===== src/rtl/swm_tx_arbiter.sv =====
// ---------------------------------------------------------------------------------------------
// swm_tx_arbiter
//
// Shares one Avalon-ST TX link (toward the SL3 TX adapter) between two Avalon-ST sink ports
// at packet granularity. An idle cycle arbitrates between ports presenting a start-of-packet.
// The winner then owns the link until its end-of-packet beat transfers. While a port owns the
// link, its beats are passed through combinationally. When both ports request together, the
// port that did not win last time is granted, which gives strict alternation.
//
// Beats that arrive in IDLE without startofpacket ("headless") are accepted and dropped. They
// also set a sticky sop_err flag that only reset clears.
//
// Optional feature: define SWM_TX_ARBITER_PKTCNT_EN to add per-port completed-packet counters
// (pkt_cnt0 / pkt_cnt1, PKT_CNT_W bits, wrapping).
//
// Ports
//   clk_in_clk          in   sole clock, rising edge
//   reset_in_rst_n      in   synchronous active-low reset
//   s0_* / s1_*         sink ports: data[31:0], valid, startofpacket, endofpacket in; ready out
//   m_*                 source port: data[31:0], valid, startofpacket, endofpacket out; ready in
//   grant[1:0]          one-hot current owner (bit n = port n), 00 when idle
//   sop_err             sticky: a headless beat was discarded
//   pkt_cnt0/pkt_cnt1   (SWM_TX_ARBITER_PKTCNT_EN only) eop transfers per port, wrapping
// ---------------------------------------------------------------------------------------------
module swm_tx_arbiter #(
  parameter int unsigned PKT_CNT_W = 16
) (
  input  logic                 clk_in_clk,
  input  logic                 reset_in_rst_n,

  input  logic [31:0]          s0_data,
  input  logic                 s0_valid,
  input  logic                 s0_startofpacket,
  input  logic                 s0_endofpacket,
  output logic                 s0_ready,

  input  logic [31:0]          s1_data,
  input  logic                 s1_valid,
  input  logic                 s1_startofpacket,
  input  logic                 s1_endofpacket,
  output logic                 s1_ready,

  output logic [31:0]          m_data,
  output logic                 m_valid,
  output logic                 m_startofpacket,
  output logic                 m_endofpacket,
  input  logic                 m_ready,

  output logic [1:0]           grant,
`ifdef SWM_TX_ARBITER_PKTCNT_EN
  output logic [PKT_CNT_W-1:0] pkt_cnt0,
  output logic [PKT_CNT_W-1:0] pkt_cnt1,
`endif
  output logic                 sop_err
);

  typedef enum logic [1:0] {
    StIdle = 2'd0,
    StOwn0 = 2'd1,
    StOwn1 = 2'd2
  } state_e;

  state_e state_q;
  logic   last_winner_q;  // port that most recently completed a packet
  logic   sop_err_q;

  // Request decode: a start-of-packet beat is a candidate; any other valid beat in IDLE
  // has no owner to go to and is dropped.
  logic cand0, cand1;
  logic head0, head1;
  logic xfer0, xfer1;
  logic eop_done0, eop_done1;

  assign cand0 = s0_valid & s0_startofpacket;
  assign cand1 = s1_valid & s1_startofpacket;
  assign head0 = s0_valid & ~s0_startofpacket;
  assign head1 = s1_valid & ~s1_startofpacket;

  assign xfer0     = (state_q == StOwn0) & s0_valid & m_ready;
  assign xfer1     = (state_q == StOwn1) & s1_valid & m_ready;
  assign eop_done0 = xfer0 & s0_endofpacket;
  assign eop_done1 = xfer1 & s1_endofpacket;

  // Datapath and handshakes. The owner's beat is forwarded unchanged, including any
  // startofpacket that appears mid-packet.
  always_comb begin
    m_data          = 32'h0;
    m_valid         = 1'b0;
    m_startofpacket = 1'b0;
    m_endofpacket   = 1'b0;
    s0_ready        = 1'b0;
    s1_ready        = 1'b0;
    grant           = 2'b00;
    unique case (state_q)
      StIdle: begin
        // Candidates are held off (ready=0) for the one arbitration cycle; headless
        // beats are swallowed.
        s0_ready = head0;
        s1_ready = head1;
      end
      StOwn0: begin
        m_data          = s0_data;
        m_valid         = s0_valid;
        m_startofpacket = s0_startofpacket;
        m_endofpacket   = s0_endofpacket;
        s0_ready        = m_ready;
        grant           = 2'b01;
      end
      StOwn1: begin
        m_data          = s1_data;
        m_valid         = s1_valid;
        m_startofpacket = s1_startofpacket;
        m_endofpacket   = s1_endofpacket;
        s1_ready        = m_ready;
        grant           = 2'b10;
      end
      default: begin
      end
    endcase
  end

  assign sop_err = sop_err_q;

  // Arbitration FSM. last_winner resets to 1 so port 0 wins the first tie.
  always_ff @(posedge clk_in_clk) begin
    if (!reset_in_rst_n) begin
      state_q       <= StIdle;
      last_winner_q <= 1'b1;
      sop_err_q     <= 1'b0;
    end else begin
      unique case (state_q)
        StIdle: begin
          if (head0 || head1) begin
            sop_err_q <= 1'b1;
          end
          if (cand0 && (!cand1 || last_winner_q)) begin
            state_q <= StOwn0;
          end else if (cand1) begin
            state_q <= StOwn1;
          end
        end
        StOwn0: begin
          if (eop_done0) begin
            state_q       <= StIdle;
            last_winner_q <= 1'b0;
          end
        end
        StOwn1: begin
          if (eop_done1) begin
            state_q       <= StIdle;
            last_winner_q <= 1'b1;
          end
        end
        default: state_q <= StIdle;
      endcase
    end
  end

`ifdef SWM_TX_ARBITER_PKTCNT_EN
  logic [PKT_CNT_W-1:0] pkt_cnt0_q, pkt_cnt1_q;

  // Counts completed packets per port; natural binary wrap from all-ones to zero.
  always_ff @(posedge clk_in_clk) begin
    if (!reset_in_rst_n) begin
      pkt_cnt0_q <= '0;
      pkt_cnt1_q <= '0;
    end else begin
      if (eop_done0) begin
        pkt_cnt0_q <= pkt_cnt0_q + PKT_CNT_W'(1);
      end
      if (eop_done1) begin
        pkt_cnt1_q <= pkt_cnt1_q + PKT_CNT_W'(1);
      end
    end
  end

  assign pkt_cnt0 = pkt_cnt0_q;
  assign pkt_cnt1 = pkt_cnt1_q;
`endif

endmodule


===== config.mk =====
export PLATFORM = sky130hd
export DESIGN_NAME = swm_tx_arbiter
export DESIGN_NICKNAME = d
export VERILOG_FILES = /design/src/rtl/swm_tx_arbiter.sv
export SDC_FILE = /design/constraint.sdc
export NUM_CORES = 1
export LEC_CHECK = 0
export CAP_MARGIN = 10
export CORE_AREA = 2 2 62 64
export CTS_CLUSTER_SIZE = 30
export DETAILED_ROUTE_END_ITERATION = 10
export DIE_AREA = 0 0 64 66
export PLACE_DENSITY = 0.76
export REMOVE_ABC_BUFFERS = 1
export SLEW_MARGIN = 20
export SYNTH_ARGS = -nofsm -noshare
export SYNTH_HDL_FRONTEND = slang
export SYNTH_SLANG_ARGS = --single-unit

===== constraint.sdc =====
create_clock -name clk_in_clk -period 1.8 [get_ports clk_in_clk]
set_input_delay 0.45 -clock clk_in_clk [delete_from_list [all_inputs] [get_ports clk_in_clk]]
set_output_delay 0.45 -clock clk_in_clk [all_outputs]
set_load 0.05 [all_outputs]

==> flow_summary.json <==
{
  "vias": 1503,
  "ios": 113,
  "fmax_mhz": 518.5,
  "busiest_layer": "met2",
  "tightest_slew_ns": 0.3004,
  "drt-total-wl_mm": 5.164,
  "synth_cell_types": 21,
  "use_met1_pct": 23.47,
  "slew_violations": 0,
  "syn_inst": 123,
  "final_nets": 330,
  "ys_warn_count": 0,
  "path_cells": "inv_4 > ha_4 > buf_12 > a22oi_2 > nor2b_4 > buf_12",
  "antenna_found_initial": 0,
  "cts_max_path_buffers": 2,
  "critPathKind": "reg2out",
  "async_flop_share_pct": 0,
  "ir_drop_uv": 661.2,
  "crit_family": "flip-flops",
  "ant_nets": 0,
  "finalNonFillerCells": 298,
  "antennaDiodeCount": 0,
  "post-place-ws_ns": -0.1110,
  "crit_top_cell": "buf_12",
  "start_util_pct": 24.31,
  "die_x_um": 64,
  "grt_util_met3_pct": 4.770,
  "drive_above_1_share_pct": 58.80,
  "fin_ws_ns": -0.1287,
  "synth-xor-area-share_pct": 0,
  "status": "finished with violations",
  "dieArea_um2": 4224,
  "grt_pass1_vias": 1588,
  "synth-edff-count": 0,
  "synth_seq_cells": 4,
  "ys.flop_type": "dfxtp_1",
  "fp.dieH_um": 66,
  "wl_per_cell_um": 17.33,
  "cp-end-kind": "primary output",
  "gp_routability_congestion": 0.7811,
  "crit_buf_inv": 3,
  "cts_tree": "done",
  "drt_iter0_markers": 26,
  "violations": "setup timing",
  "slew_headroom_pct": 79.97,
  "grt_usage_pct": 23.03,
  "ys_seq_area_share_pct": 9.275,
  "numCtsBuffers": 3,
  "core.rowCount": 22,
  "rsz0062_at_grt": "yes",
  "p_seq_share_pct": 3.9,
  "numPortBuffers": 112,
  "clock_power_share_pct": 3.1,
  "synth_top_family_by_area": "compound AO/OA/AOI/OAI gates",
  "cts_setup_buffers": 0,
  "leakage_nw": 1.142,
  "synth.cell_area_um2": 863.3,
  "syn_avg_cell_area_um2": 7.019,
  "grt_pass1_wl_mm": 7.590,
  "finalCriticalPeriod_ns": 1.929,
  "cts-root-buf": "clkbuf_4",
  "multi_input_area_um2": 1192,
  "drc": 0,
  "comb_power_share_pct": 93.1,
  "start_kind": "flip-flop",
  "synth-simple-area-share_pct": 33.91,
  "via_per_inst": 5.044,
  "final_hold_viol_count": 0,
  "timing.final.crit_share_pct": 107.1,
  "nFillCells": 142,
  "muxShareOfSynthArea_pct": 0,
  "clkSinkCount": 4,
  "p_int_mw": 2.069,
  "drv_cap": 0,
  "grtUsageMet2_pct": 47.79,
  "min-delay-path-class": "reg2reg",
  "cp_slowest_cell": "dfxtp_4",
  "worstPathRequired_ns": 1.35,
  "p_switching_mw": 1.741,
  "coreArea_um2": 3551,
  "firstDrtPassIters": 4,
  "power_density_nw_per_um2": 1203,
  "p_sw_share_pct": 45.70,
  "grt_overflow_total": 0,
  "dp_cells": 293,
  "grt_max_degree": 21,
  "synth_adder_area_share_pct": 7.246,
  "h-tree-depth": 1,
  "skew_ns": 0.008331,
  "area_delta_synth_final_pct": 266.8,
  "clk_latency_ns": 0.24,
  "arrival_ns": 1.48,
  "finalSetupViolCount": 37,
  "synth_compound_area_share_pct": 40.43,
  "dp_hpwl_mm": 3.408,
  "path_max_fanout": 20,
  "fin_setup_tns_ns": -3.923,
  "path_clk_slew_ns": 0.04,
  "regArea_um2": 87.58,
  "slowest_delay_ns": 0.37
}
## tightest hold or removal path: cells and delay by family (launching register included)
family	cells	cell delay [ns]
and+or+nand+nor	1	0.06
AOI/OAI and AO/OA	1	0.07
DFF	1	0.33
## synth_stat cells, types with 2 or more instances
cell type | instances | area share, %
a21oi_1 | 5 | 2.9
a22oi_1 | 36 | 31
buf_2 | 4 | 2.3
clkbuf_1 | 5 | 2.2
dfxtp_1 | 4 | 9.3
ha_1 | 5 | 7.2
inv_1 | 4 | 1.7
nand2_1 | 8 | 3.5
nand3_1 | 3 | 1.7
nand4_1 | 2 | 1.4
nor2b_1 | 36 | 26
o21ai_0 | 2 | 1.2
## what timing repair did
item	4_1_cts	5_1_grt
endpoints found under the setup margin	37	37
pin swaps	2	4
hold buffers	0	0
cloned	1	1
gates resized for setup	112	23
## per-layer routing
layer	routed length, um	vias to the layer above	part of all wire [%]
met5	0	-	0
met4	63	0	1.2
met3	279	8	5.4
met2	3146	66	61
met1	1674	715	32
li1	-	714	-
## path summary, 6_finish.rpt
path,start,end,slack (ns),depth (start not counted)
worst max-delay path,state_q[0]$_SDFFE_PN0P_,m_endofpacket,-0.13,6
worst min-delay path,last_winner_q$_SDFFE_PN1P_,last_winner_q$_SDFFE_PN1P_,0.49,2
worst max register to register,state_q[1]$_SDFFE_PN0P_,last_winner_q$_SDFFE_PN1P_,0.38,7
worst min register to register,last_winner_q$_SDFFE_PN1P_,last_winner_q$_SDFFE_PN1P_,0.49,2
## power by group through the flow
stage / logic [mW] / clock network, mW / registers (mW)
finish: 3.55 / 0.117 / 0.148
global route: 3.69 / 0.121 / 0.151
CTS: 3.34 / 0.115 / 0.146
detailed placement: 2.62 / 0 / 0.126
global placement: 2.59 / 0 / 0.126
floorplan: 1.26 / 0 / 0.144
## layout make-up
cell class                      instances  area share [%]
Multi-Input combinational cell        104           37.65
Tap cell                               48           1.896
Clock buffer                            3          0.7112
Timing Repair Buffer                  135           56.34
Sequential cell                         4           2.766
Inverter                                4          0.6322
## state kept, by name (all words and copies together), names as in the netlist
register and cells:
last_winner_q 1, sop_err 1, state_q 2
## cell usage in the layout (no fill, tap or decap), types with 2 or more instances in the layout
cell type / Yosys / layout
buf_4: 0 / 15
nand4_1: 2 / 2
buf_8: 0 / 2
buf_12: 0 / 43
clkdlybuf4s50_1: 0 / 69
ha_4: 0 / 3
ha_1: 5 / 2
dfxtp_1: 4 / 2
inv_1: 4 / 2
nor2b_4: 0 / 35
inv_4: 0 / 2
a21oi_1: 5 / 5
dlygate4sd2_1: 0 / 3
nand2_1: 8 / 7
dfxtp_4: 0 / 2
clkbuf_4: 0 / 3
nand3_1: 3 / 3
a22oi_2: 0 / 35
## logic make-up (layout without fill, tap and decap cells)
logic type      count (synthesis)  after routing
compound gates                 48             48
simple gates                   51             51
flops                           4              4
buf+inv                        15            142
fa+ha+maj                       5              5
## metrics by stage
stage	power, mW	hold slack [ns]	util, %	area (um2)
final	3.810	0.4876	89.18	3167
after CTS	3.599	0.4893	85.31	3029
after detailed placement	2.742	0.4786	72.20	2564
after global placement	2.719	0.4709	72.20	2564
after global routing	3.965	0.5104	89.18	3167
after floorplan	1.399	0.4438	-	799.5
(Power assumes the default switching activity.)
